`config.mk`:
```
export PLATFORM = sky130hd
export DESIGN_NAME = tx_arbiter
export DESIGN_NICKNAME = d
export VERILOG_FILES = /design/src/rtl/tx_arb_pkg.sv /design/src/rtl/rr_pick.sv /design/src/rtl/tx_arbiter.sv
export SDC_FILE = /design/constraint.sdc
export NUM_CORES = 1
export LEC_CHECK = 0
export BUFFER_PORTS_ARGS = -buffer_cell sky130_fd_sc_hd__buf_2
export CORE_MARGIN = 2
export CORE_UTILIZATION = 53
export DETAILED_ROUTE_END_ITERATION = 8
export PLACE_DENSITY_LB_ADDON = 0.25
export RECOVER_POWER = 25
export SYNTH_ARGS = -nofsm -noshare
export SYNTH_HDL_FRONTEND = slang
export SYNTH_SLANG_ARGS = --single-unit
```
`constraint.sdc`:
```
create_clock -name clk -period 4.15 [get_ports clk]
set_clock_uncertainty 0.1 [all_clocks]
set_input_delay 0.415 -clock clk [delete_from_list [all_inputs] [get_ports clk]]
set_output_delay 0.415 -clock clk [all_outputs]
set_load 0.005 [all_outputs]
```
`src/rtl/tx_arb_pkg.sv`:
```
// ============================================================================
// Module  : tx_arb_pkg
// Brief   : Shared types and constants for the serializer arbiter.
// Revision: 1.0 - initial release
// ============================================================================
`default_nettype none

package tx_arb_pkg;

    typedef enum logic [1:0] {
        ST_IDLE = 2'd0,
        ST_FIRE = 2'd1,
        ST_WAIT = 2'd2,
        ST_DONE = 2'd3
    } state_e;

    localparam int FRAME_BITS    = 10;
    localparam int N_REQ_DEFAULT = 4;

    // Index width that stays legal (>= 1 bit) even for a single-entry range.
    function automatic int id_width(input int n);
        return (n > 1) ? $clog2(n) : 1;
    endfunction

endpackage

`default_nettype wire

```
`src/rtl/rr_pick.sv`:
```
// ============================================================================
// Module  : rr_pick
// Brief   : Combinational round-robin picker: first set request at or after ptr.
// Revision: 1.0 - initial release
// ============================================================================
`default_nettype none

module rr_pick #(
    parameter int N = 4,
    parameter int W = 2
) (
    input  logic [N-1:0] req_i,
    input  logic [W-1:0] ptr_i,
    output logic         valid_o,
    output logic [W-1:0] winner_o
);

    logic [2*N-1:0] w_dbl;
    logic [N-1:0]   w_scan;
    logic           w_found;
    logic [W:0]     w_off;
    logic [W:0]     w_sum;

    // Rotate so that bit 0 of the scan vector is the requester at ptr.
    always_comb begin
        w_dbl   = {req_i, req_i} >> ptr_i;
        w_scan  = w_dbl[N-1:0];
        w_found = 1'b0;
        w_off   = '0;
        for (int k = 0; k < N; k++) begin
            if (!w_found && w_scan[0]) begin
                w_found = 1'b1;
                w_off   = (W+1)'(k);
            end
            w_scan = w_scan >> 1;
        end
        w_sum = {1'b0, ptr_i} + w_off;
        if (w_sum >= (W+1)'(N)) begin
            w_sum = w_sum - (W+1)'(N);
        end
        valid_o  = |req_i;
        winner_o = w_sum[W-1:0];
    end

endmodule

`default_nettype wire

```
`src/rtl/tx_arbiter.sv`:
```
// ============================================================================
// Module  : tx_arbiter
// Brief   : Round-robin sharing of one edge-triggered byte serializer.
// Revision: 1.0 - initial release
// ============================================================================
`default_nettype none

module tx_arbiter
    import tx_arb_pkg::*;
#(
    parameter int N_REQ        = N_REQ_DEFAULT,
    parameter int FRAME_CYCLES = 10
) (
    input  logic                           clk,
    input  logic                           rst,
    input  logic [N_REQ-1:0]               req_i,
    input  logic [8*N_REQ-1:0]             req_data_i,
    output logic                           send_o,
    output logic [7:0]                     data_o,
    output logic [N_REQ-1:0]               ack_o,
    output logic [id_width(N_REQ)-1:0]     grant_id_o,
    output logic                           busy_o
);

    localparam int ID_W     = id_width(N_REQ);
    // A wait shorter than the frame would retrigger the serializer mid-frame.
    localparam int WAIT_LEN = (FRAME_CYCLES < FRAME_BITS) ? FRAME_BITS : FRAME_CYCLES;
    localparam int CNT_W    = id_width(WAIT_LEN);
    localparam logic [CNT_W-1:0] CNT_LOAD = CNT_W'(WAIT_LEN - 1);

    state_e             state_q, state_d;
    logic [CNT_W-1:0]   cnt_q, cnt_d;
    logic [ID_W-1:0]    ptr_q, ptr_d;
    logic               send_q, send_d;
    logic [7:0]         data_q, data_d;
    logic [N_REQ-1:0]   ack_q, ack_d;
    logic [ID_W-1:0]    grant_id_q, grant_id_d;
    logic               busy_q, busy_d;

    logic               pick_valid;
    logic [ID_W-1:0]    pick_id;
    logic [7:0]         req_bytes [N_REQ];

    for (genvar i = 0; i < N_REQ; i++) begin : g_bytes
        assign req_bytes[i] = req_data_i[8*i +: 8];
    end

    rr_pick #(
        .N (N_REQ),
        .W (ID_W)
    ) u_pick (
        .req_i    (req_i),
        .ptr_i    (ptr_q),
        .valid_o  (pick_valid),
        .winner_o (pick_id)
    );

    always_ff @(posedge clk) begin
        if (rst) begin
            state_q    <= ST_IDLE;
            cnt_q      <= '0;
            ptr_q      <= '0;
            send_q     <= 1'b0;
            data_q     <= '0;
            ack_q      <= '0;
            grant_id_q <= '0;
            busy_q     <= 1'b0;
        end else begin
            state_q    <= state_d;
            cnt_q      <= cnt_d;
            ptr_q      <= ptr_d;
            send_q     <= send_d;
            data_q     <= data_d;
            ack_q      <= ack_d;
            grant_id_q <= grant_id_d;
            busy_q     <= busy_d;
        end
    end

    always_comb begin
        state_d = state_q;
        case (state_q)
            ST_IDLE: if (pick_valid) state_d = ST_FIRE;
            ST_FIRE: state_d = ST_WAIT;
            ST_WAIT: if (cnt_q == '0) state_d = ST_DONE;
            ST_DONE: state_d = ST_IDLE;
            default: state_d = ST_IDLE;
        endcase
    end

    // Outputs are registered, so they are decoded from the state being entered.
    always_comb begin
        send_d     = (state_d == ST_FIRE);
        busy_d     = (state_d != ST_IDLE);
        ack_d      = '0;
        if (state_d == ST_DONE) begin
            ack_d[grant_id_q] = 1'b1;
        end
        data_d     = data_q;
        grant_id_d = grant_id_q;
        ptr_d      = ptr_q;
        cnt_d      = cnt_q;
        case (state_q)
            ST_IDLE: begin
                if (pick_valid) begin
                    data_d     = req_bytes[pick_id];
                    grant_id_d = pick_id;
                end
            end
            ST_FIRE: cnt_d = CNT_LOAD;
            ST_WAIT: if (cnt_q != '0) cnt_d = cnt_q - 1'b1;
            ST_DONE: ptr_d = (grant_id_q == ID_W'(N_REQ - 1)) ? '0 : grant_id_q + 1'b1;
            default: ;
        endcase
    end

    assign send_o     = send_q;
    assign data_o     = data_q;
    assign ack_o      = ack_q;
    assign grant_id_o = grant_id_q;
    assign busy_o     = busy_q;

endmodule

`default_nettype wire

```
==> impl_results.md, run 1 <==
* Final Setup Violations at 0
* Final GP Congestion at 0.7376
* First-pass GRT wire length at 5.250 mm
* Initial detailed-routing violation count at 22
* Status: complete, no violations
* Clock latency on the worst-skew pair at 0.33 ns
* Reg2reg end: data_o[5]
* Synth Warn # at 0
* Post-DP Area at 0.001803 mm²
* Ys flop type: dfxtp_1
* Worst hold path startpoint: rst
* Fin Setup TNS at 0 ns
* Initial antenna violation count at 0
* Tightest Pin Transition at 0.9025 ns
* Relative slew margins at 39.37%
* Die height at 58.13 µm
* Reg2Reg Launch Point: ptr_q[0]
* Seq/Total Area, Yosys at 30.94%
* Final #Nets at 265
* Drt drc at 0
* Drt total wl at 3.300 mm
* Synth Cell Area at 0.001553 mm²
* Crit path DAT at 2.78 ns
* Commonest non-fill, non-tap cell in the layout: buf_2
* Filler cell count at 236
* Inst Count DP at 242
* Total leakage power at 0.9043 nW
* Vias in the first global route at 1252
* Synth async-reset ratio at 0%
* EDFF count, synth at 0
* Bufs on Longest Clock Path at 2
* Layout overhead on the synthesized area at 19.26%
* GRT Total Usage at 19.97%
* Commonest non-fill, non-tap cells in the layout: buf_2, mux2i_1, dfxtp_1
* H-tree levels at 1
* Antenna viol nets, final at 0
* Unrepaired setup endpoints after global routing: no
* Reg2Reg Setup Slack at 1.50 ns
* P per Cell Area at 590.5 mW/mm²
* Final worst path period need at 2.655 ns
* Total number of vias at 1329
* Clock Pin Slew Worst Setup and Hold Paths at 0.14 ns
* Min-delay worst type: primary input to flip-flop
* Critical Path RT at 4.28 ns
* Ratio of cells with drive above 1 in the final layout at 29.30%
* Final Hold Fails at 0
* Avg Synthesized Cell Area at 9.354 µm²
* Post-CTS sizing at 0
* DR pass1 iterations at 4
* CTS tree: built
* Routed wire per std cell at 13.41 µm
* Via density at 5.402
* Worst-path fanout max at 12
* Die Wd at 58.13 µm
* Worst hold slack at 0.3099 ns
* Syn nets at 215
* Post-CTS setup buffer count at 0
* IO Pins at 54
* R2r worst-path depth at 9
* Diode count at 0
* CP startpoint kind: flip-flop
* Cell area after layout at 0.001852 mm²
* Starting Density at 55.83%
* CP Capture Type: flip-flop
* FF+latch count, synth at 24
* Final max-slew violation count at 0
* WHS Endpoint: grant_id_o[0]
* Yosys cell types at 40
* Hold path cells at 2
* F_max at 376.7 MHz
* Non-filler instance count after layout at 246
* Period utilization at 63.97%
* Root buffer cell: clkbuf_4
* Peak supply drop at 0.0003828 V
* CTS Buf Count at 3
* Largest net degree at the start of global routing at 16
* Core Area at 0.002781 mm²
* I/O Buffers at 53
* Total die area at 0.003379 mm²
* Grt ovf at 0
* Cells after synthesis at 166
* # hold bufs at CTS at 0
* CTS sink cnt at 24
* Max-cap violations at 0
* FP Rows at 19
* DP Wirelength at 2.579 mm
* Crit Path Class: flip-flop to flip-flop
-- layout make-up --
cell class,instances,area [µm²],area share (%)
multi-input combinational,122,969.7,52.36
sequential,24,480.5,25.95
timing repair buffer,54,269.0,14.53
inverter,11,41.29,2.230
tap,31,38.79,2.095
clock inverter,1,30.03,1.622
clock buffer,3,22.52,1.216
-- worst max-delay path, stage by stage, from the launching register on --
cell and delay (ns):
dfxtp_1 0.57, nor3_1 0.11, a311oi_1 0.24, o21ai_0 0.12, ha_1 0.46, buf_4 0.28
mux2i_1 0.29, mux2i_1 0.12, a22oi_1 0.17, o21ai_0 0.10
-- cell usage after synthesis (all sizes together), types with 3 or more instances --
library cell	n	area (µm²)
a22oi	7	52.55
and2	4	25.02
dfxtp	24	480.5
nor3	4	20.02
mux2i	24	240.2
o21ai	9	45.04
mux2	7	78.82
ha	11	137.6
inv	11	41.29
nand2b	4	25.02
nor2	21	78.83
buf	6	48.79
clkbuf	3	12.51
nand2	3	11.26
a21oi	4	20.02
-- flip-flops by register name, summed over array words and instances (netlist names) --
| name | cells |
|---|---|
| ack_o | 4 |
| busy_o | 1 |
| cnt_q | 4 |
| data_o | 8 |
| grant_id_o | 2 |
| ptr_q | 2 |
| send_o | 1 |
| state_q | 2 |
-- stage by stage --
stage	util, %	power, mW	setup WS [ns]
global route	66.58	1.179	1.261
finish	66.58	1.093	1.495
floorplan	-	0.7688	1.772
detailed placement	64.82	0.9253	1.470
global placement	64.82	0.8931	1.608
CTS	66.71	1.101	1.501
-- power breakdown --
part	switching [mW]	internal, mW
Sequential	0.0566	0.312
Combinational	0.289	0.264
Clock	0.0745	0.0978
-- logic make-up (layout without fill, tap and decap cells) --
family / Yosys count / after routing / synth area share [%]
XOR/XNOR: 2 / 2 / 1.128
buffers and inverters: 20 / 69 / 6.607
AND/OR/NAND/NOR: 44 / 44 / 13.78
adder cells (fa/ha/maj): 11 / 11 / 8.864
multiplexers: 32 / 32 / 22.24
AO/OA/AOI/OAI: 33 / 33 / 16.44
flip-flops: 24 / 24 / 30.94
-- worst max path at each step --
stage             start        end  slack (ns)  cells after the start
5_1_grt        ptr_q[0]  data_o[5]        1.26                      9
3_3_place_gp   req_i[1]  data_o[7]        1.61                     11
6_report       ptr_q[0]  data_o[5]        1.50                      9
2_1_floorplan  req_i[2]  data_o[2]        1.77                     12
3_5_place_dp   req_i[1]  data_o[5]        1.47                     11
4_1_cts        ptr_q[0]  data_o[5]        1.50                      9
-- routing by layer --
| metal | part of all wire, % | routed length [µm] | vias up | GRT usage (%) |
|---|---|---|---|---|
| met1 | 44 | 1452 | 604 | 24.28 |
| met2 | 50 | 1648 | 34 | 35.06 |
| met4 | 1.6 | 53 | 0 | 8.638 |
| met5 | 0 | 0 | - | 0 |
| met3 | 4.4 | 145 | 5 | 2.679 |
| li1 | - | - | 686 | - |
Power figures use the tool's default switching activity.
==> run 2, diff against run 1 <==
--- a/config.mk
+++ b/config.mk
@@ -5,9 +5,10 @@
 export SDC_FILE = /design/constraint.sdc
 export NUM_CORES = 1
 export LEC_CHECK = 0
+export ABC_AREA = 1
 export BUFFER_PORTS_ARGS = -buffer_cell sky130_fd_sc_hd__buf_2
 export CORE_MARGIN = 2
-export CORE_UTILIZATION = 53
+export CORE_UTILIZATION = 49
 export DETAILED_ROUTE_END_ITERATION = 8
 export PLACE_DENSITY_LB_ADDON = 0.25
 export RECOVER_POWER = 25
==> constraint.sdc (replaced) <==
create_clock -name clk -period 2.6 [get_ports clk]
set_clock_uncertainty 0.1 [all_clocks]
set_input_delay 0.26 -clock clk [delete_from_list [all_inputs] [get_ports clk]]
set_output_delay 0.26 -clock clk [all_outputs]
set_load 0.005 [all_outputs]
==> run 2 against run 1 <==
Against the previous run:
- utilization shrank 5.2 points
- sequential power increased by 48%
- first-iteration DRC count grew to 4.4 times the previous value
- global-route usage is 1.2 points lower
- sequential cell count unchanged
- count of clock-buffer cells in the layout is the same
- largest cell class unchanged
- largest power group unchanged
- highest routed layer unchanged
==> impl_results.md, run 2 <==
* Max incr delay on CP at 0.45 ns (was 0.57 ns)
* # hold bufs at CTS at 0 (unchanged)
* Cells after synthesis at 201 (was 166)
* Root buffer cell: clkbuf_4 (unchanged)
* F_max at 438.4 MHz (was 376.7 MHz)
* Top cells by area, synth: dfxtp_1, ha_1, nand2_1 (was dfxtp_1, mux2i_1, ha_1)
* Total number of vias at 1429 (was 1329)
* Final Setup Violations at 0 (unchanged)
* Max-cap violations at 0 (unchanged)
* Cell accounting for the most synthesized area: dfxtp_1 (unchanged)
* Crit path DAT at 2.40 ns (was 2.78 ns)
* FF+latch count, synth at 24 (unchanged)
* GRT Total Usage at 18.75% (was 19.97%)
* EDFF count, synth at 0 (unchanged)
* Filler cell count at 306 (was 236)
* CTS tree: built (unchanged)
* Initial antenna violation count at 0 (unchanged)
* CTS Buf Count at 3 (unchanged)
* Reg2reg end: data_o[3] (was data_o[5])
* Grt ovf at 0 (unchanged)
* Tightest Pin Transition at 0.4155 ns (was 0.9025 ns)
* Critical path origin: ptr_q[0] (unchanged)
* Delay-heaviest family, CP: simple AND/OR/NAND/NOR gates (was compound AO/OA/AOI/OAI gates)
* Total leakage power at 0.9101 nW (was 0.9043 nW)
* Layout overhead on the synthesized area at 21.15% (was 19.26%)
* Reg power frac at 33.5% (was 33.7%)
* Critical Path RT at 2.72 ns (was 4.28 ns)
* Fin Setup TNS at 0 ns (unchanged)
* Die Wd at 59.70 µm (was 58.13 µm)
* Final worst path period need at 2.281 ns (was 2.655 ns)
* H-tree levels at 1 (unchanged)
* Synth Warn # at 0 (unchanged)
* Vias in the first global route at 1198 (was 1252)
* Worst path bufs/invs at 1 (unchanged)
* Period utilization at 87.74% (was 63.97%)
* Ratio of cells with drive above 1 in the final layout at 30.16% (was 29.30%)
* Synth async-reset ratio at 0% (unchanged)
* CTS sink cnt at 24 (unchanged)
* Seq/Total Area, Yosys at 31.60% (was 30.94%)
* Crit path capture: data_o[3] (was data_o[5])
* Bufs on Longest Clock Path at 2 (unchanged)
* Largest register FFs at 8 (unchanged)
* Antenna viol nets, final at 0 (unchanged)
* Starting Density at 50.63% (was 55.83%)
* Final Hold Fails at 0 (unchanged)
* CP max-delay cell: dfxtp_1 (unchanged)
* DR pass1 iterations at 5 (was 4)
* Leading cell types by count after synthesis: nand2_1, nor2_1, dfxtp_1, inv_1, nand3_1 (was dfxtp_1, mux2i_1, nor2_1, ha_1, inv_1)
* Routed wire per std cell at 10.90 µm (was 13.41 µm)
* Worst-path fanout max at 17 (was 12)
* Synth Cell Area at 0.001520 mm² (was 0.001553 mm²)
* IO Pins at 54 (unchanged)
* Critical path, cell by cell: inv_2 > nand2_1 > nand3_1 > nand2_1 > nand3_1 > a21boi_0 > ha_1 > xnor2_1 > nand3_4 > nand3_1 > nand2_1 > nor2_1 > nor2_1 (was nor3_1 > a311oi_1 > o21ai_0 > ha_1 > buf_4 > mux2i_1 > mux2i_1 > a22oi_1 > o21ai_0)
* Crit Path Class: flip-flop to flip-flop (unchanged)
* Initial detailed-routing violation count at 97 (was 22)
* Peak supply drop at 0.0005380 V (was 0.0003828 V)
* DP Wirelength at 2.383 mm (was 2.579 mm)
* P per Cell Area at 885.9 mW/mm² (was 590.5 mW/mm²)
* Comb pwr share at 49.9% (was 50.5%)
* Largest net degree at the start of global routing at 19 (was 16)
* Yosys cell types at 29 (was 40)
* Drt drc at 0 (unchanged)
* Clock Pin Slew Worst Setup and Hold Paths at 0.14 ns (about the same)
* Total power at 1.632 mW (was 1.093 mW)
* Final max-slew violation count at 0 (unchanged)
* Reg2Reg Launch Point: ptr_q[0] (unchanged)
* Avg Synthesized Cell Area at 7.563 µm² (was 9.354 µm²)
* Final #Nets at 302 (was 265)
* Clock latency on the worst-skew pair at 0.33 ns (about the same)
* Final setup margin at 0.3188 ns (was 1.495 ns)
* CP Capture Type: flip-flop (unchanged)
* Ys flop type: dfxtp_1 (unchanged)
* Final GP Congestion at 0.8510 (was 0.7376)
* Via density at 5.014 (was 5.402)
* Min-delay worst type: primary input to flip-flop (unchanged)
* R2r worst-path depth at 13 (was 9)
* WP depth at 13 (was 9)
* Most frequent cell after synthesis: nand2_1
* Cell-internal power at 987.3 µW (was 673.7 µW)
* Syn nets at 250 (was 215)
* Die height at 59.70 µm (was 58.13 µm)
* Pre-CTS WS at 0.3764 ns (was 1.470 ns)
* Status: complete, no violations (unchanged)
* Total die area at 0.003564 mm² (was 0.003379 mm²)
* Share of Yosys cell area claimed by the top area cell type at 31.60% (was 30.94%)
* Post-CTS setup buffer count at 0 (unchanged)
* Clock share of power at 16.6% (was 15.8%)
* Commonest non-fill, non-tap cell in the layout: buf_2 (unchanged)
* Commonest non-fill, non-tap cells in the layout: buf_2, nand2_1, nor2_1 (was buf_2, mux2i_1, dfxtp_1)
* I/O Buffers at 53 (unchanged)
* Net Sw Frac at 39.49% (was 38.39%)
* Relative slew margins at 72.13% (was 39.37%)
* Core Area at 0.003003 mm² (was 0.002781 mm²)
* First-pass GRT wire length at 5.147 mm (was 5.250 mm)
* Inst Count DP at 281 (was 242)
* Sw Pwr at 644.3 µW (was 419.8 µW)
* Unrepaired setup endpoints after global routing: no (unchanged)
* Non-filler instance count after layout at 285 (was 246)
* Diode count at 0 (unchanged)
* Drt total wl at 3.106 mm (was 3.300 mm)
* Post-CTS sizing at 0 (unchanged)
* FP Rows at 20 (was 19)
* CP startpoint kind: flip-flop (unchanged)
* Reg2Reg Setup Slack at 0.32 ns (was 1.50 ns)
==> run 2: routing by layer <==
layer | part of all wire (%) | wire length, µm | GRT usage, %
met3 | 6.6 | 205 | 3.463
met4 | 1.1 | 34 | 6.667
met2 | 44 | 1352 | 26.24
met5 | 0 | 0 | 0
met1 | 49 | 1513 | 28.46
==> run 2: layout make-up <==
class	instances	area, µm²	area share [%]
clock buffer	3	22.52	1.223
timing repair buffer	54	277.8	15.08
multi-input combinational	146	899.6	48.85
inverter	24	90.09	4.891
sequential	24	480.5	26.09
tap	33	41.29	2.242
clock inverter	1	30.03	1.630
==> run 2: logic make-up (layout without fill, tap and decap cells) <==
| family | count (synthesis) | in the layout | share of synthesized area [%] |
|---|---|---|---|
| muxes | 16 | 16 | 11.19 |
| buffers and inverters | 31 | 82 | 9.217 |
| and+or+nand+nor | 86 | 86 | 25.19 |
| AOI/OAI and AO/OA | 32 | 32 | 13.17 |
| DFF | 24 | 24 | 31.60 |
| adders and majority gates | 11 | 11 | 9.053 |
| xor gates and xnor gates | 1 | 1 | 0.5762 |
==> run 2: worst min path at each step <==
stage	start	endpoint	slack [ns]	depth (start not counted)
after floorplan	cnt_q[2]	cnt_q[2]	0.35	2
after global placement	cnt_q[2]	cnt_q[2]	0.37	2
after detailed placement	cnt_q[2]	cnt_q[2]	0.37	2
after CTS	rst	cnt_q[1]	0.09	2
after global routing	rst	cnt_q[1]	0.09	2
final	rst	cnt_q[1]	0.09	2
==> run 2: through the flow <==
step                      area [µm²]  util (%)  hold slack (ns)
after floorplan                 1520         -           0.3528
after global placement          1797     59.83           0.3699
after detailed placement        1797     59.83           0.3732
after CTS                       1849     61.58          0.08664
after global routing            1842     61.33          0.08636
final                           1842     61.33          0.08864
==> run 2: power by group through the flow <==
stage,registers (mW),clock network [mW],logic [mW]
after floorplan,0.551,0,0.607
after global placement,0.554,0,0.817
after detailed placement,0.554,0,0.818
after CTS,0.546,0.277,0.826
after global routing,0.562,0.295,0.928
final,0.546,0.271,0.814
